**config.mk**
```make
export PLATFORM = sky130hd
export DESIGN_NAME = ppu_cpu_driver_flat
export DESIGN_NICKNAME = d
export VERILOG_FILES = /design/src/rtl/ppu_cpu_driver_if.sv /design/src/rtl/ppu_cpu_driver.sv /design/src/flat_wrapper.sv
export SDC_FILE = /design/constraint.sdc
export NUM_CORES = 1
export LEC_CHECK = 0
export BUFFER_PORTS_ARGS = -buffer_cell sky130_fd_sc_hd__buf_4
export CORE_MARGIN = 5
export CORE_UTILIZATION = 25
export DETAILED_ROUTE_END_ITERATION = 6
export GPL_ROUTABILITY_DRIVEN = 0
export PLACE_DENSITY = 0.52
export REMOVE_ABC_BUFFERS = 1
export SYNTH_ARGS = -nofsm -noshare
export SYNTH_HDL_FRONTEND = slang
export SYNTH_SLANG_ARGS = --single-unit
export TNS_END_PERCENT = 10
```
**constraint.sdc**
```tcl
create_clock -name clk -period 2.61 [get_ports clk]
set_input_delay 0.522 -clock clk [delete_from_list [all_inputs] [get_ports clk]]
set_output_delay 0.522 -clock clk [all_outputs]
set_load 0.02 [all_outputs]
```
**src/rtl/ppu_cpu_driver_if.sv**
```systemverilog
// CPU-side PPU register bus ($2000-$2007).
// The driver is the master; the PPU model or real PPU is the slave.
interface ppu_cpu_driver_if;
    logic        rw;
    logic [15:0] addr;
    logic [7:0]  data_o;
    logic [7:0]  data_i;

    modport master (
        output rw, addr, data_o,
        input  data_i
    );
    modport slave (
        input  rw, addr, data_o,
        output data_i
    );
endinterface

```
**src/rtl/ppu_cpu_driver.sv**
```systemverilog
// CPU stand-in for PPU bring-up: checked CTRL/MASK init, then a
// per-NMI vblank service writing nametable select and scroll.
module ppu_cpu_driver #(
    parameter logic [7:0] CTRL_VALUE   = 8'h90,
    parameter logic [7:0] MASK_VALUE   = 8'h1E,
    parameter int         SCROLLX_STEP = 3,
    parameter int         SCROLLY_STEP = 0,
    parameter int         FRAME_DIV    = 1,
    parameter int         MAX_RETRY    = 8
) (
    input  logic             clk,
    input  logic             rst_n,
    input  logic             nmi,
    input  logic             pause,
    ppu_cpu_driver_if.master bus,
    output logic             ready,
    output logic             error,
    output logic [15:0]      frame_cnt
);

    typedef enum logic [3:0] {
        INIT_WR, INIT_RD, INIT_MASK, IDLE,
        VB_STATUS, VB_CTRL, VB_SX, VB_SY, ERROR
    } state_t;

    localparam logic signed [9:0] X_STEP    = 10'(SCROLLX_STEP);
    localparam logic signed [9:0] Y_STEP    = 10'(SCROLLY_STEP);
    localparam logic [7:0]        DIV_MAX   = 8'(FRAME_DIV - 1);
    localparam logic [7:0]        RETRY_LIM = 8'(MAX_RETRY);

    state_t      state_q, state_d;
    logic [7:0]  retry_q, retry_d;
    logic        ready_q, ready_d;
    logic        error_q, error_d;
    logic [15:0] frame_q, frame_d;
    logic [7:0]  div_q, div_d;
    logic [7:0]  sx_q, sx_d;
    logic [7:0]  sy_q, sy_d;
    logic        ntx_q, ntx_d;
    logic        nty_q, nty_d;
    logic        pend_q, pend_d;
    logic        nmi_q;

    logic              nmi_re;
    logic              launch;
    logic signed [9:0] xs, ys, ys_hi, ys_lo;

    assign nmi_re = nmi & ~nmi_q & ready_q;

    always_ff @(posedge clk or negedge rst_n) begin
        if (!rst_n) begin
            state_q <= INIT_WR;
            retry_q <= 8'd0;
            ready_q <= 1'b0;
            error_q <= 1'b0;
            frame_q <= 16'd0;
            div_q   <= 8'd0;
            sx_q    <= 8'd0;
            sy_q    <= 8'd0;
            ntx_q   <= CTRL_VALUE[0];
            nty_q   <= CTRL_VALUE[1];
            pend_q  <= 1'b0;
            nmi_q   <= 1'b0;
        end else begin
            state_q <= state_d;
            retry_q <= retry_d;
            ready_q <= ready_d;
            error_q <= error_d;
            frame_q <= frame_d;
            div_q   <= div_d;
            sx_q    <= sx_d;
            sy_q    <= sy_d;
            ntx_q   <= ntx_d;
            nty_q   <= nty_d;
            pend_q  <= pend_d;
            nmi_q   <= nmi;
        end
    end

    always_comb begin
        state_d = state_q;
        retry_d = retry_q;
        ready_d = ready_q;
        error_d = error_q;
        launch  = 1'b0;
        unique case (state_q)
            INIT_WR:   state_d = INIT_RD;
            INIT_RD: begin
                if (bus.data_i == CTRL_VALUE) begin
                    state_d = INIT_MASK;
                end else begin
                    retry_d = retry_q + 8'd1;
                    if (MAX_RETRY != 0 && retry_d == RETRY_LIM) begin
                        state_d = ERROR;
                        error_d = 1'b1;
                    end else begin
                        state_d = INIT_WR;
                    end
                end
            end
            INIT_MASK: begin
                state_d = IDLE;
                ready_d = 1'b1;
            end
            // VB_SY chains straight into the next frame with no idle gap
            IDLE, VB_SY: begin
                if (pend_q || nmi_re) begin
                    state_d = VB_STATUS;
                    launch  = 1'b1;
                end else begin
                    state_d = IDLE;
                end
            end
            VB_STATUS: state_d = VB_CTRL;
            VB_CTRL:   state_d = VB_SX;
            VB_SX:     state_d = VB_SY;
            ERROR:     state_d = ERROR;
            default:   state_d = INIT_WR;
        endcase
    end

    always_comb begin
        pend_d  = pend_q;
        frame_d = frame_q;
        div_d   = div_q;
        sx_d    = sx_q;
        sy_d    = sy_q;
        ntx_d   = ntx_q;
        nty_d   = nty_q;
        xs      = $signed({2'b00, sx_q}) + X_STEP;
        ys      = $signed({2'b00, sy_q}) + Y_STEP;
        ys_hi   = ys - 10'sd240;
        ys_lo   = ys + 10'sd240;
        if (launch) begin
            pend_d  = 1'b0;
            frame_d = frame_q + 16'd1;
            div_d   = (div_q == DIV_MAX) ? 8'd0 : div_q + 8'd1;
            if (div_d == 8'd0 && !pause) begin
                sx_d  = xs[7:0];
                ntx_d = ntx_q ^ (xs > 10'sd255 || xs < 10'sd0);
                if (ys >= 10'sd240) begin
                    sy_d  = ys_hi[7:0];
                    nty_d = ~nty_q;
                end else if (ys < 10'sd0) begin
                    sy_d  = ys_lo[7:0];
                    nty_d = ~nty_q;
                end else begin
                    sy_d  = ys[7:0];
                end
            end
        end else if (nmi_re) begin
            pend_d = 1'b1;
        end
    end

    always_comb begin
        bus.rw     = 1'b1;
        bus.addr   = 16'h0000;
        bus.data_o = 8'h00;
        unique case (state_q)
            INIT_WR: begin
                bus.rw     = 1'b0;
                bus.addr   = 16'h2000;
                bus.data_o = CTRL_VALUE;
            end
            INIT_RD:   bus.addr = 16'h2000;
            INIT_MASK: begin
                bus.rw     = 1'b0;
                bus.addr   = 16'h2001;
                bus.data_o = MASK_VALUE;
            end
            VB_STATUS: bus.addr = 16'h2002;
            VB_CTRL: begin
                bus.rw     = 1'b0;
                bus.addr   = 16'h2000;
                bus.data_o = {CTRL_VALUE[7:2], nty_q, ntx_q};
            end
            VB_SX: begin
                bus.rw     = 1'b0;
                bus.addr   = 16'h2005;
                bus.data_o = sx_q;
            end
            VB_SY: begin
                bus.rw     = 1'b0;
                bus.addr   = 16'h2005;
                bus.data_o = sy_q;
            end
            default: begin
                bus.rw     = 1'b1;
                bus.addr   = 16'h0000;
                bus.data_o = 8'h00;
            end
        endcase
    end

    assign ready     = ready_q;
    assign error     = error_q;
    assign frame_cnt = frame_q;

endmodule

```
**src/flat_wrapper.sv**
```systemverilog
// flat-port wrapper written by rule: the top's interface ports become plain ports
module ppu_cpu_driver_flat 
#(
    parameter logic [7:0] CTRL_VALUE   = 8'h90,
    parameter logic [7:0] MASK_VALUE   = 8'h1E,
    parameter int         SCROLLX_STEP = 3,
    parameter int         SCROLLY_STEP = 0,
    parameter int         FRAME_DIV    = 1,
    parameter int         MAX_RETRY    = 8
)
  (clk, rst_n, nmi, pause, ready, error, frame_cnt, bus_rw, bus_addr, bus_data_o, bus_data_i);
  ppu_cpu_driver_if bus_i ();
  input  logic clk;
  input  logic rst_n;
  input  logic nmi;
  input  logic pause;
  output logic ready;
  output logic error;
  output logic [15:0] frame_cnt;
  output wire logic [$bits(bus_i.rw)-1:0] bus_rw;
  output wire logic [$bits(bus_i.addr)-1:0] bus_addr;
  output wire logic [$bits(bus_i.data_o)-1:0] bus_data_o;
  input wire logic [$bits(bus_i.data_i)-1:0] bus_data_i;
  assign bus_rw = bus_i.rw;
  assign bus_addr = bus_i.addr;
  assign bus_data_o = bus_i.data_o;
  assign bus_i.data_i = bus_data_i;
  ppu_cpu_driver #(.CTRL_VALUE(CTRL_VALUE), .MASK_VALUE(MASK_VALUE), .SCROLLX_STEP(SCROLLX_STEP), .SCROLLY_STEP(SCROLLY_STEP), .FRAME_DIV(FRAME_DIV), .MAX_RETRY(MAX_RETRY)) u_core (.clk(clk), .rst_n(rst_n), .nmi(nmi), .pause(pause), .bus(bus_i), .ready(ready), .error(error), .frame_cnt(frame_cnt));
endmodule
```
* Word-level counts from Yosys, hierarchy flattened
Index checks and enable logic that the tools add are counted.
** Operators by class
- Add/sub/neg operators :: 6
- Magnitude comparators :: 4
- Eq/ne operators :: 10
- Mux-type cells :: 16
- Bitwise logic cells :: 6
- Reduce and logical (&&, ||, !) cells :: 17
** Operators by type and width (number)
- $pmux W14 S4 :: 1
- $pmux W8 S5 :: 1
- $pmux W4 S8 :: 1
- $mux W8 :: 3
- $add A16 B1 Y16 const B :: 1
- $add A8 B1 Y8 const B :: 2
- $eq A4 B3 Y1 const B :: 4
- $logic_not A8 Y1 :: 2
- $gt A10 B9 Y1 const B :: 1
- $lt A10 B1 Y1 const B :: 1
- $add A8 B2 Y9 const B :: 1
- $add A8 B8 Y8 const B :: 1
- $eq A4 B2 Y1 const B :: 2
- $eq A8 B4 Y1 const B :: 1
- $eq A8 B8 Y1 const B :: 1
- $ge A8 B8 Y1 const B :: 1
- $lt A8 B1 Y1 const B :: 1
- $mux W4 :: 2
- $sub A8 B8 Y8 const B :: 1
- $mux W1 :: 7
- $reduce_and A3 Y1 :: 2
- $reduce_or A5 Y1 :: 1
- $eq A4 B1 Y1 const B :: 1
- $eq A4 B4 Y1 const B :: 1
- 12 further kinds :: 19
** Word-level totals
- Flip-flop bits (word level) :: 58
- Bits of input ports :: 12
- Output and inout port bits :: 43
- Word-level logic and storage cells :: 71

* Logic depth before layout (Yosys ltp)
Gate-level depths: netlist (run 1).
- Depth in word-level cells :: 7
- Gate-level depth with buffers :: 7
- Depth with buffers taken out :: 6

* Worst setup path after synthesis (run 1)
No wires, ideal clock.
- Path kind :: reg2reg
- Start :: register u_core.div_q[0]
- End :: register u_core.sy_q[5]
- Setup time :: 0.125 ns
- Arrival time :: 2.422 ns
- Data required time :: 2.485 ns
- Path slack :: 0.063 ns
- Cell stages (with the launch flop) :: 8
- Path buffers :: 1
- Clock period less this slack :: 2.547 ns
- Path through :: dfrtp_1 -> ha_1 -> buf_6 -> xor2_1 -> or3_1 -> a2111o_1 -> or3_4 -> mux2_4
** On the way
- Longest elaborated chain between the ends :: 5
** RTL lines
- start: declaration :: line ppu_cpu_driver.sv:36 : logic [7:0] div_q, div_d;
- start signal: assignment :: line ppu_cpu_driver.sv:70 : div_q <= div_d;
- $add A8 B1 Y8 or $logic_not A8 Y1 (tied branches) :: line ppu_cpu_driver.sv:137 : div_d = (div_q == DIV_MAX) ? 8'd0 : div_q + 8'd1;
- $mux W8 * :: line ppu_cpu_driver.sv:137
- $logic_not A8 Y1 * :: line ppu_cpu_driver.sv:138 : if (div_d == 8'd0 && !pause) begin
- $logic_and A1 B1 Y1 * :: line ppu_cpu_driver.sv:138
- $reduce_and A3 Y1 (no line) *
- end signal: assignment :: line ppu_cpu_driver.sv:72 : sy_q <= sy_d;
- end: declaration :: line ppu_cpu_driver.sv:38 : logic [7:0] sy_q, sy_d;
Mark *: on every way between the ends. The rest lies on a longest branch, timed or not.
A chain may end at the register's enable or synchronous reset.

* Worst setup path after layout (run 1)
Ends and elaborated chain as after synthesis.

==> flow_summary.ini, run 1 <==
[outcome]
status = finished, final reports clean

[placement]
dp_hpwl_um = 4830
port_buffers = 42
pre_cts_ws_ns = 0.104

[grt]
grt_pass1_vias = 2244
grt_pass1_wl_um = 11000
grt_antenna_before_repair = 0
grt_util_all_layers = 0.0998
grt_max_degree = 55
overflow = 0

[timing]
drv_slew = 0
min_period_ns = 2.47
max-slew-margin-rel = 0.531
fin_setup_tns_ns = 0
fin_crit_sh = 0.946
fin_ws_ns = 0.142
hold_viol = 0
fin_skew_ns = 0.0110
setup_viol = 0
worst_pin_slew_ns = 0.704
timing.fmax_ghz = 0.405
rsz0062_at_grt = false

[routing]
ant_nets = 0
drtIter0Drc = 139
route.detailed.wl_per_inst_um = 13.5
dr_total_vias = 2196
firstDrtPassIters = 5
drt_wl_total_um = 6480
vias_per_cell = 4.58
drc = 0

[cells_and_area]
fillerInstances = 1198
layout_commonest_cell = dfrtp_1
nets = 355
area_growth_pct = 22.2
final_core_util = 0.310
layout_common_cells = dfrtp_1, buf_4, xnor2_1
layout-drive-gt1-share = 0.193
diodes = 0

[logic_synthesis]
ys_types = 48
async_reset_ff_frac = 1.00
ys_warn_count = 0
synth_area_um2 = 2870
synth_seq_area_share = 0.470
synth_cells = 288
synth_edf_count = 0
syn_avg_cell_area_um2 = 9.98
synth-seq-cells = 54
ys.flop_type = dfrtp_1

[clocking]
clockBufferDepth = 2
cts_tree = yes
post_cts_buffers = 0
htreeDepth = 2
cts_made_buffers = 5
clkSlewWorstSetupHoldPaths_ns = 0.08
cts_root_buf = clkbuf_16
clock_latency_ns = 0.29
clock-sinks = 54

[critical_path]
worstSetupPathType = reg2reg
crit_chain = inv_1 -> ha_1 -> or3_1 -> a2111o_1 -> or3_4 -> mux2_4
start_kind = register
cp_max_fo = 7
cp.required_ns = 2.79
cp_slowest_cell = a2111o_1
slowest_delay_ns = 0.44
worstPathArrival_ns = 2.65
endpoint_kind = register

[power]
power_frac_seq = 0.383
intPower_mw = 2.05
leakage_nw = 1.66
power_frac_clock = 0.227
swShare = 0.391
p_per_area_nw_per_um2 = 959
irDropWorstVdd_uv = 536
p_comb_frac = 0.390
power_switching_mw = 1.32

[floorplanning]
die_area_um2 = 13700
die_h_um = 117
io_pins = 55
fp.dieW_um = 117
start_util = 0.254
rows = 39
core_um2 = 11300

[run]
maxCapViolCount = 0

[worst_hold_path]
hold_path_class = in2async
==> synthesized netlist by cell type, types with 2 or more instances <==
master,number,share of area
inv_1,16,0.021
nor3_1,13,0.023
a22oi_1,3,0.0078
nand2_1,20,0.026
nand3b_1,2,0.0052
o2111ai_1,3,0.0091
o21ai_0,8,0.014
buf_4,13,0.034
nand2b_1,4,0.0087
or3_1,2,0.0044
nor2_1,24,0.031
mux2_2,2,0.0078
xor2_1,17,0.052
clkbuf_1,7,0.0091
nor4_1,3,0.0065
and3_1,3,0.0065
and3b_1,2,0.0061
a21oi_1,6,0.010
dfrtp_1,54,0.47
xnor2_1,26,0.079
nand3_1,11,0.019
nand4_1,11,0.024
a31oi_1,2,0.0044
mux2i_1,2,0.0070
a211o_1,2,0.0061
o21a_1,4,0.010
ha_1,7,0.030
==> power by group through the flow <==
stage	combinational, mW	clock [mW]	sequential, mW
global placement	1.30	0	1.30
finish	1.32	0.764	1.29
floorplan	0.776	0	1.31
global route	1.47	0.818	1.33
CTS	1.34	0.792	1.29
detailed placement	1.33	0	1.30
==> sequential cells by signal, indices dropped and copies added (netlist names) <==
register          count
u_core.div_q          8
u_core.pend_q         1
u_core.error          1
u_core.retry_q        8
u_core.nty_q          1
u_core.ready          1
u_core.nmi_q          1
u_core.ntx_q          1
u_core.sx_q           8
u_core.state_q        4
u_core.sy_q           4
u_core.frame_cnt     16
==> kinds of logic (layout without fill, tap and decap cells) <==
group / after synthesis / count (layout) / share of synthesized area
and+or+nand+nor: 101 / 101 / 0.179
DFF: 54 / 54 / 0.470
xor gates and xnor gates: 43 / 43 / 0.131
AOI/OAI and AO/OA: 40 / 40 / 0.100
buffers and inverters: 37 / 75 / 0.0679
adders and majority gates: 7 / 7 / 0.0305
muxes: 5 / 5 / 0.0200
other: 1 / 12 / 0.00130
==> metal layers <==
| metal | global-route usage | up-vias | routed length [um] |
|---|---|---|---|
| met2 | 0.160 | 57 | 2930 |
| met5 | 0 | - | 0 |
| met4 | 0.0252 | 0 | 73 |
| met3 | 0.0242 | 6 | 399 |
| met1 | 0.136 | 1064 | 3080 |
| li1 | - | 1069 | - |
==> worst paths after layout <==
check,start,end,slack (ns),cells past startpoint
worst max-delay path,u_core.div_q[0],u_core.sy_q[5],0.14,6
worst min-delay path,rst_n,u_core.frame_cnt[2],0.29,1
worst max register to register,u_core.div_q[0],u_core.sy_q[5],0.14,6
worst min register to register,u_core.frame_cnt[15],u_core.frame_cnt[15],0.48,1
max in group asynchronous,rst_n,u_core.div_q[0],1.82,1
min in group clk,nmi,u_core.nmi_q,0.36,1
==> area by class of cell <==
cell class / instances / area [um2] / area share
Timing Repair Buffer: 51 / 383 / 0.109
Clock buffer: 5 / 125 / 0.0356
Clock inverter: 3 / 43.8 / 0.0125
Multi-Input combinational cell: 208 / 1370 / 0.390
Inverter: 16 / 60.1 / 0.0171
Sequential cell: 54 / 1350 / 0.385
Tap cell: 143 / 179 / 0.0509
==> critical path: cells and delay by family (launching register included) <==
kind,cells,cell delay [ns]
simple gates,2,0.83
compound gates,1,0.44
flops,1,0.41
fa+ha+maj,1,0.30
mux,1,0.30
buf+inv,1,0.07
==> per-stage QoR <==
| step | power [mW] | area, um2 | hold WS, ns | cells |
|---|---|---|---|---|
| after floorplan | 2.08 | 2780 | 0.226 | 278 |
| after CTS | 3.42 | 3510 | 0.313 | 480 |
| after detailed placement | 2.63 | 3340 | 0.465 | 472 |
| after global routing | 3.62 | 3510 | 0.342 | 480 |
| final | 3.37 | 3510 | 0.288 | 480 |
| after global placement | 2.60 | 3340 | 0.460 | 472 |
==> what timing repair did <==
action	in CTS	in global routing
resized for setup	0	1
endpoints found under the hold margin	0	0
hold buffers	0	0
setup endpoints to repair	0	2
Power figures use the tool's default switching activity.
==> run 2: changes to the inputs <==
Settings changed: CORE_ASPECT_RATIO set to 0.8.
==> run 2 against run 1 <==
Effect of this change:
- die area about the same
- critical endpoint unchanged
- sequential power about the same
- clock-buffer cell count unchanged
- critical path type unchanged
- largest power group is now registers
==> flow_summary.ini, run 2 (synthesis results as in run 1) <==
[critical_path]
start_kind = register
cp_slowest_cell = dfrtp_1
crit_buf_inv = 1
r2r_end = u_core.sy_q[5]
r2r.worst_path.cells = 6
r2r_slack_ns = 0.09
worstPathArrival_ns = 2.70
cpLargestDelayFamily = simple AND/OR/NAND/NOR gates
cp_max_fo = 7
cp.required_ns = 2.80
slowest_delay_ns = 0.44
r2r-start = u_core.div_q[0]
worstSetupPathType = reg2reg
crit_chain = inv_1 -> ha_1 -> or3_1 -> a2111o_1 -> or3_4 -> mux2_4
endpoint_kind = register

[floorplanning]
die_h_um = 106
rows = 35
io_pins = 55
core_um2 = 11400
die_area_um2 = 13800
fp.dieW_um = 130
start_util = 0.252

[clocking]
clock_latency_ns = 0.30
cts_made_buffers = 5
cts_hold_buf = 0
cts_root_buf = clkbuf_16
clock-sinks = 54
clockBufferDepth = 2
cts_tree = yes
clkSlewWorstSetupHoldPaths_ns = 0.07
htreeDepth = 2

[worst_hold_path]
hold_path_class = in2async

[power]
power_frac_seq = 0.398
swShare = 0.401
irDropWorstVdd_uv = 579
p_comb_frac = 0.397
power_switching_mw = 1.30
leakage_nw = 1.62
power_frac_clock = 0.205
intPower_mw = 1.94
power.total_mw = 3.24
p_per_area_nw_per_um2 = 933

[run]
maxCapViolCount = 0

[grt]
grt_max_degree = 55
grt_antenna_before_repair = 0
grt_pass1_wl_um = 10500
grt_util_all_layers = 0.0953
overflow = 0
grt_pass1_vias = 2097

[routing]
ant_nets = 0
vias_per_cell = 4.48
dr_total_vias = 2159
drtIter0Drc = 126
drt_wl_total_um = 6280
drc = 0
route.detailed.wl_per_inst_um = 13.0
firstDrtPassIters = 4

[timing]
drv_slew = 0
fin_setup_tns_ns = 0
fin_skew_ns = 0.00611
min_period_ns = 2.52
rsz0062_at_grt = false
max-slew-margin-rel = 0.525
fin_crit_sh = 0.965
hold_viol = 0
worst_pin_slew_ns = 0.712
setup_viol = 0
timing.fmax_ghz = 0.397

[cells_and_area]
largest_reg_flops = 16
nets = 353
diodes = 0
layout_commonest_cell = dfrtp_1
layout-drive-gt1-share = 0.183
area_growth_pct = 20.9
layout_common_cells = dfrtp_1, buf_4, xnor2_1

[placement]
port_buffers = 42
dp_hpwl_um = 4630

[outcome]
status = finished, final reports clean
-- run 2: cell count changes in the layout (fill, tap and decap cells not counted), sizes merged --
cell and change:
buf -2, clkinvlp +2, bufinv -1, clkinv -1, inv -1
-- run 2: layout make-up --
type / count / area, um2
clock inverter: 2 / 15.0
inverter: 16 / 60.1
timing repair buffer: 49 / 368
tap: 148 / 185
fill: 1189 / 7910
multi-input combinational: 208 / 1370
sequential: 54 / 1350
clock buffer: 5 / 125
-- run 2: worst max-delay path by stage --
stage / startpoint / end / slack, ns / cells past startpoint
5_1_grt: u_core.div_q[0] / u_core.sy_q[5] / 0.006 / 6
3_3_place_gp: u_core.div_q[0] / u_core.sy_q[5] / 0.17 / 6
2_1_floorplan: u_core.div_q[0] / u_core.sy_q[5] / 0.09 / 6
6_report: u_core.div_q[0] / u_core.sy_q[5] / 0.09 / 6
4_1_cts: u_core.div_q[0] / u_core.sy_q[5] / 0.10 / 6
3_5_place_dp: u_core.div_q[0] / u_core.sy_q[5] / 0.12 / 6
-- run 2: repair_timing --
action | in CTS | in global routing
resized for setup | 0 | 1
buffers inserted | 0 | 0
setup endpoints to repair | 0 | 2
endpoints found under the hold margin | 0 | 0
-- run 2: layer usage --
metal	routed length [um]	part of all wire	vias up	GRT usage
met3	361	0.057	9	0.0251
met4	82	0.013	0	0.0289
met2	2550	0.41	62	0.127
met5	0	0	-	0
li1	-	-	1067	-
met1	3290	0.52	1021	0.148
-- run 2: power groups by stage --
stage	Sequential, mW	Combinational (mW)	Clock (mW)
after detailed placement	1.30	1.29	0
after CTS	1.29	1.30	0.690
after global routing	1.33	1.43	0.718
after global placement	1.30	1.28	0
final	1.29	1.29	0.665
after floorplan	1.31	0.776	0
-- run 2: per-stage QoR --
| stage | setup slack [ns] | cells | instance area [um2] | utilization | hold slack (ns) |
|---|---|---|---|---|---|
| after detailed placement | 0.118 | 475 | 3330 | 0.293 | 0.461 |
| after CTS | 0.102 | 482 | 3470 | 0.305 | 0.301 |
| final | 0.0903 | 482 | 3470 | 0.305 | 0.270 |
| after floorplan | 0.0937 | 278 | 2780 | - | 0.226 |
| after global routing | 0.00561 | 482 | 3470 | 0.305 | 0.337 |
| after global placement | 0.169 | 475 | 3330 | 0.293 | 0.460 |
==> run 3: changes to the inputs <==
Settings changed: ABC_AREA set to 1, BUFFER_PORTS_ARGS -buffer_cell sky130_fd_sc_hd__buf_4 to -buffer_cell sky130_fd_sc_hd__clkbuf_2, PLACE_DENSITY 0.52 to 0.51, SLEW_MARGIN set to 20.
==> run 3 against run 2 <==
Effect of this change:
- fmax is 8.3% higher
- register-to-register slack better by 0.46 ns
- worst hold slack worse by 0.11 ns
- global-route usage is 0.10 points higher
- critical path type is now reg2out
- sequential power is 9% lower
==> flow_summary.ini, run 3 <==
[logic_synthesis]
synth_compound_area_frac = 0.0792
ys_warn_count = 0
synth_cells = 376
synthAdderAreaFrac = 0.0280
synth_edf_count = 0
synthMuxAreaShare = 0
ys.flop_type = dfrtp_1
yosys.area_share.simple = 0.256
synth_top_area_share = 0.432
synth.most_common_cell = nand2_1
synth_top_family_by_area = simple AND/OR/NAND/NOR gates
synthTopCellsByArea = dfrtp_1, nand2_1, inv_1
synth_seq_area_share = 0.432
ys_types = 35
synth_area_um2 = 3130
syn_avg_cell_area_um2 = 8.32
synth_common_cells = nand2_1, inv_1, dfrtp_1
synth-seq-cells = 54
synth_top_area_cell = dfrtp_1
async_reset_ff_frac = 1.00
synth-xor-area-share = 0.0920

[critical_path]
slowest_delay_ns = 0.43
cp.required_ns = 2.09
r2r-start = u_core.div_q[0]
worstSetupPathType = reg2out
cpMostUsedCell = inv_1
endpoint_kind = output port
cp_slowest_cell = dfrtp_1
start_kind = register
cp_max_fo = 7
r2r_slack_ns = 0.55
crit_chain = nor2_1 -> inv_1 -> nor3_1 -> inv_1 -> o221ai_1 -> clkbuf_2
worstSetupPathDepth = 6
worstPathArrival_ns = 1.80
r2r_end = u_core.sx_q[1]
cpLargestDelayFamily = buffers and inverters
startpoint = u_core.state_q[3]
r2r.worst_path.cells = 10
crit_end = bus_data_o[1]
crit_buf_inv = 3

[clocking]
clockBufferDepth = 2
clock-sinks = 54
clkSlewWorstSetupHoldPaths_ns = 0.07
htreeDepth = 2
cts_tree = yes
cts_hold_buf = 0
cts_made_buffers = 5
clock_latency_ns = 0.29
ctsResizeCount = 0
post_cts_buffers = 0
cts_root_buf = clkbuf_16

[routing]
ant_nets = 0
drt_wl_total_um = 6850
dr_total_vias = 2443
drtIter0Drc = 179
drc = 0
vias_per_cell = 4.11
route.detailed.wl_per_inst_um = 11.5
firstDrtPassIters = 6

[timing]
timing.fmax_ghz = 0.430
hold_viol = 0
fin_skew_ns = 0.00738
min_period_ns = 2.33
drv_slew = 0
setup_viol = 0
fin_crit_sh = 0.891
fin_setup_tns_ns = 0
rsz0062_at_grt = false

[grt]
grt_util_all_layers = 0.0963
grt_pass1_wl_um = 11500
grt_pass1_vias = 2276
overflow = 0
grt_max_degree = 40
grt_antenna_before_repair = 0

[outcome]
status = finished, final reports clean

[floorplanning]
fp.dieW_um = 135
io_pins = 55
die_area_um2 = 14900
die_h_um = 110
rows = 36
core_um2 = 12200
start_util = 0.256

[cells_and_area]
fillerInstances = 1296
layout_commonest_cell = nand2_1
layout-drive-gt1-share = 0.196
largest_reg_flops = 16
nets = 442
area_growth_pct = 17.0
final_area_um2 = 3660
diodes = 0
layout_common_cells = nand2_1, inv_1, dfrtp_1

[power]
p_per_area_nw_per_um2 = 870
irDropWorstVdd_uv = 324
leakage_nw = 1.86

[worst_hold_path]
hold_path_class = in2async

[run]
maxCapViolCount = 0

[placement]
place_area_um2 = 3500
dp_hpwl_um = 5360
port_buffers = 42
## run 3: changes by cell type in the layout (fill, tap and decap cells not counted), sizes merged, moves of 8 or more
| cell | previous run | this run |
|---|---|---|
| nand2 | 20 | 91 |
| buf | 49 | 2 |
| inv | 16 | 62 |
| clkbuf | 5 | 48 |
| o21ai | 9 | 31 |
| xnor2 | 26 | 14 |
| nor2 | 24 | 32 |
| nor3 | 13 | 5 |
## run 3: final cells by class
class,instances,area [um2],area share
clock buffer,6,139,0.0380
clock inverter,2,16.3,0.00445
inverter,62,233,0.0636
multi-input combinational,256,1470,0.401
sequential,54,1350,0.369
tap,171,214,0.0585
timing repair buffer,44,238,0.0650
## run 3: cell families after synthesis
family	after synthesis
other	1
XOR/XNOR	32
AND/OR/NAND/NOR	165
flip-flops	54
AO/OA/AOI/OAI	40
buffers and inverters	77
adder cells (fa/ha/maj)	7
## run 3: metrics by stage
step / instances / worst slack [ns] / util / hold WS, ns / power [mW]
floorplan: 372 / 0.655 / - / 0.226 / 2.10
global placement: 587 / 0.602 / 0.287 / 0.452 / 2.48
detailed placement: 587 / 0.558 / 0.287 / 0.458 / 2.50
CTS: 595 / 0.301 / 0.300 / 0.180 / 3.22
global route: 595 / 0.123 / 0.300 / 0.198 / 3.45
finish: 595 / 0.284 / 0.300 / 0.164 / 3.18
## run 3: power by group
group	total, mW	internal (mW)	switching (mW)
Sequential	1.18	1.01	0.172
Clock	0.701	0.386	0.315
Combinational	1.30	0.416	0.883
Total	3.18	1.81	1.37
## run 3: worst min path at each step
stage                      endpoint  slack, ns
floorplan           u_core.div_q[0]       0.23
global placement       u_core.error       0.45
detailed placement     u_core.error       0.46
CTS                    u_core.error       0.18
global route           u_core.error       0.20
finish                 u_core.error       0.16
## run 3: metal layers
metal / vias to the layer above / wire, um / GRT usage
li1: 1254 / - / -
met1: 1109 / 3660 / 0.146
met2: 71 / 2620 / 0.130
met3: 9 / 493 / 0.0304
met4: 0 / 86 / 0.0273
met5: - / 0 / 0
## run 3: worst register-to-register path, delay by kind of cell, from the launching register on
kind / cells / cell delay (ns)
buffers and inverters: 1 / 0.19
adder cells (fa/ha/maj): 1 / 0.18
AND/OR/NAND/NOR: 6 / 0.95
flip-flops: 1 / 0.41
AO/OA/AOI/OAI: 2 / 0.21
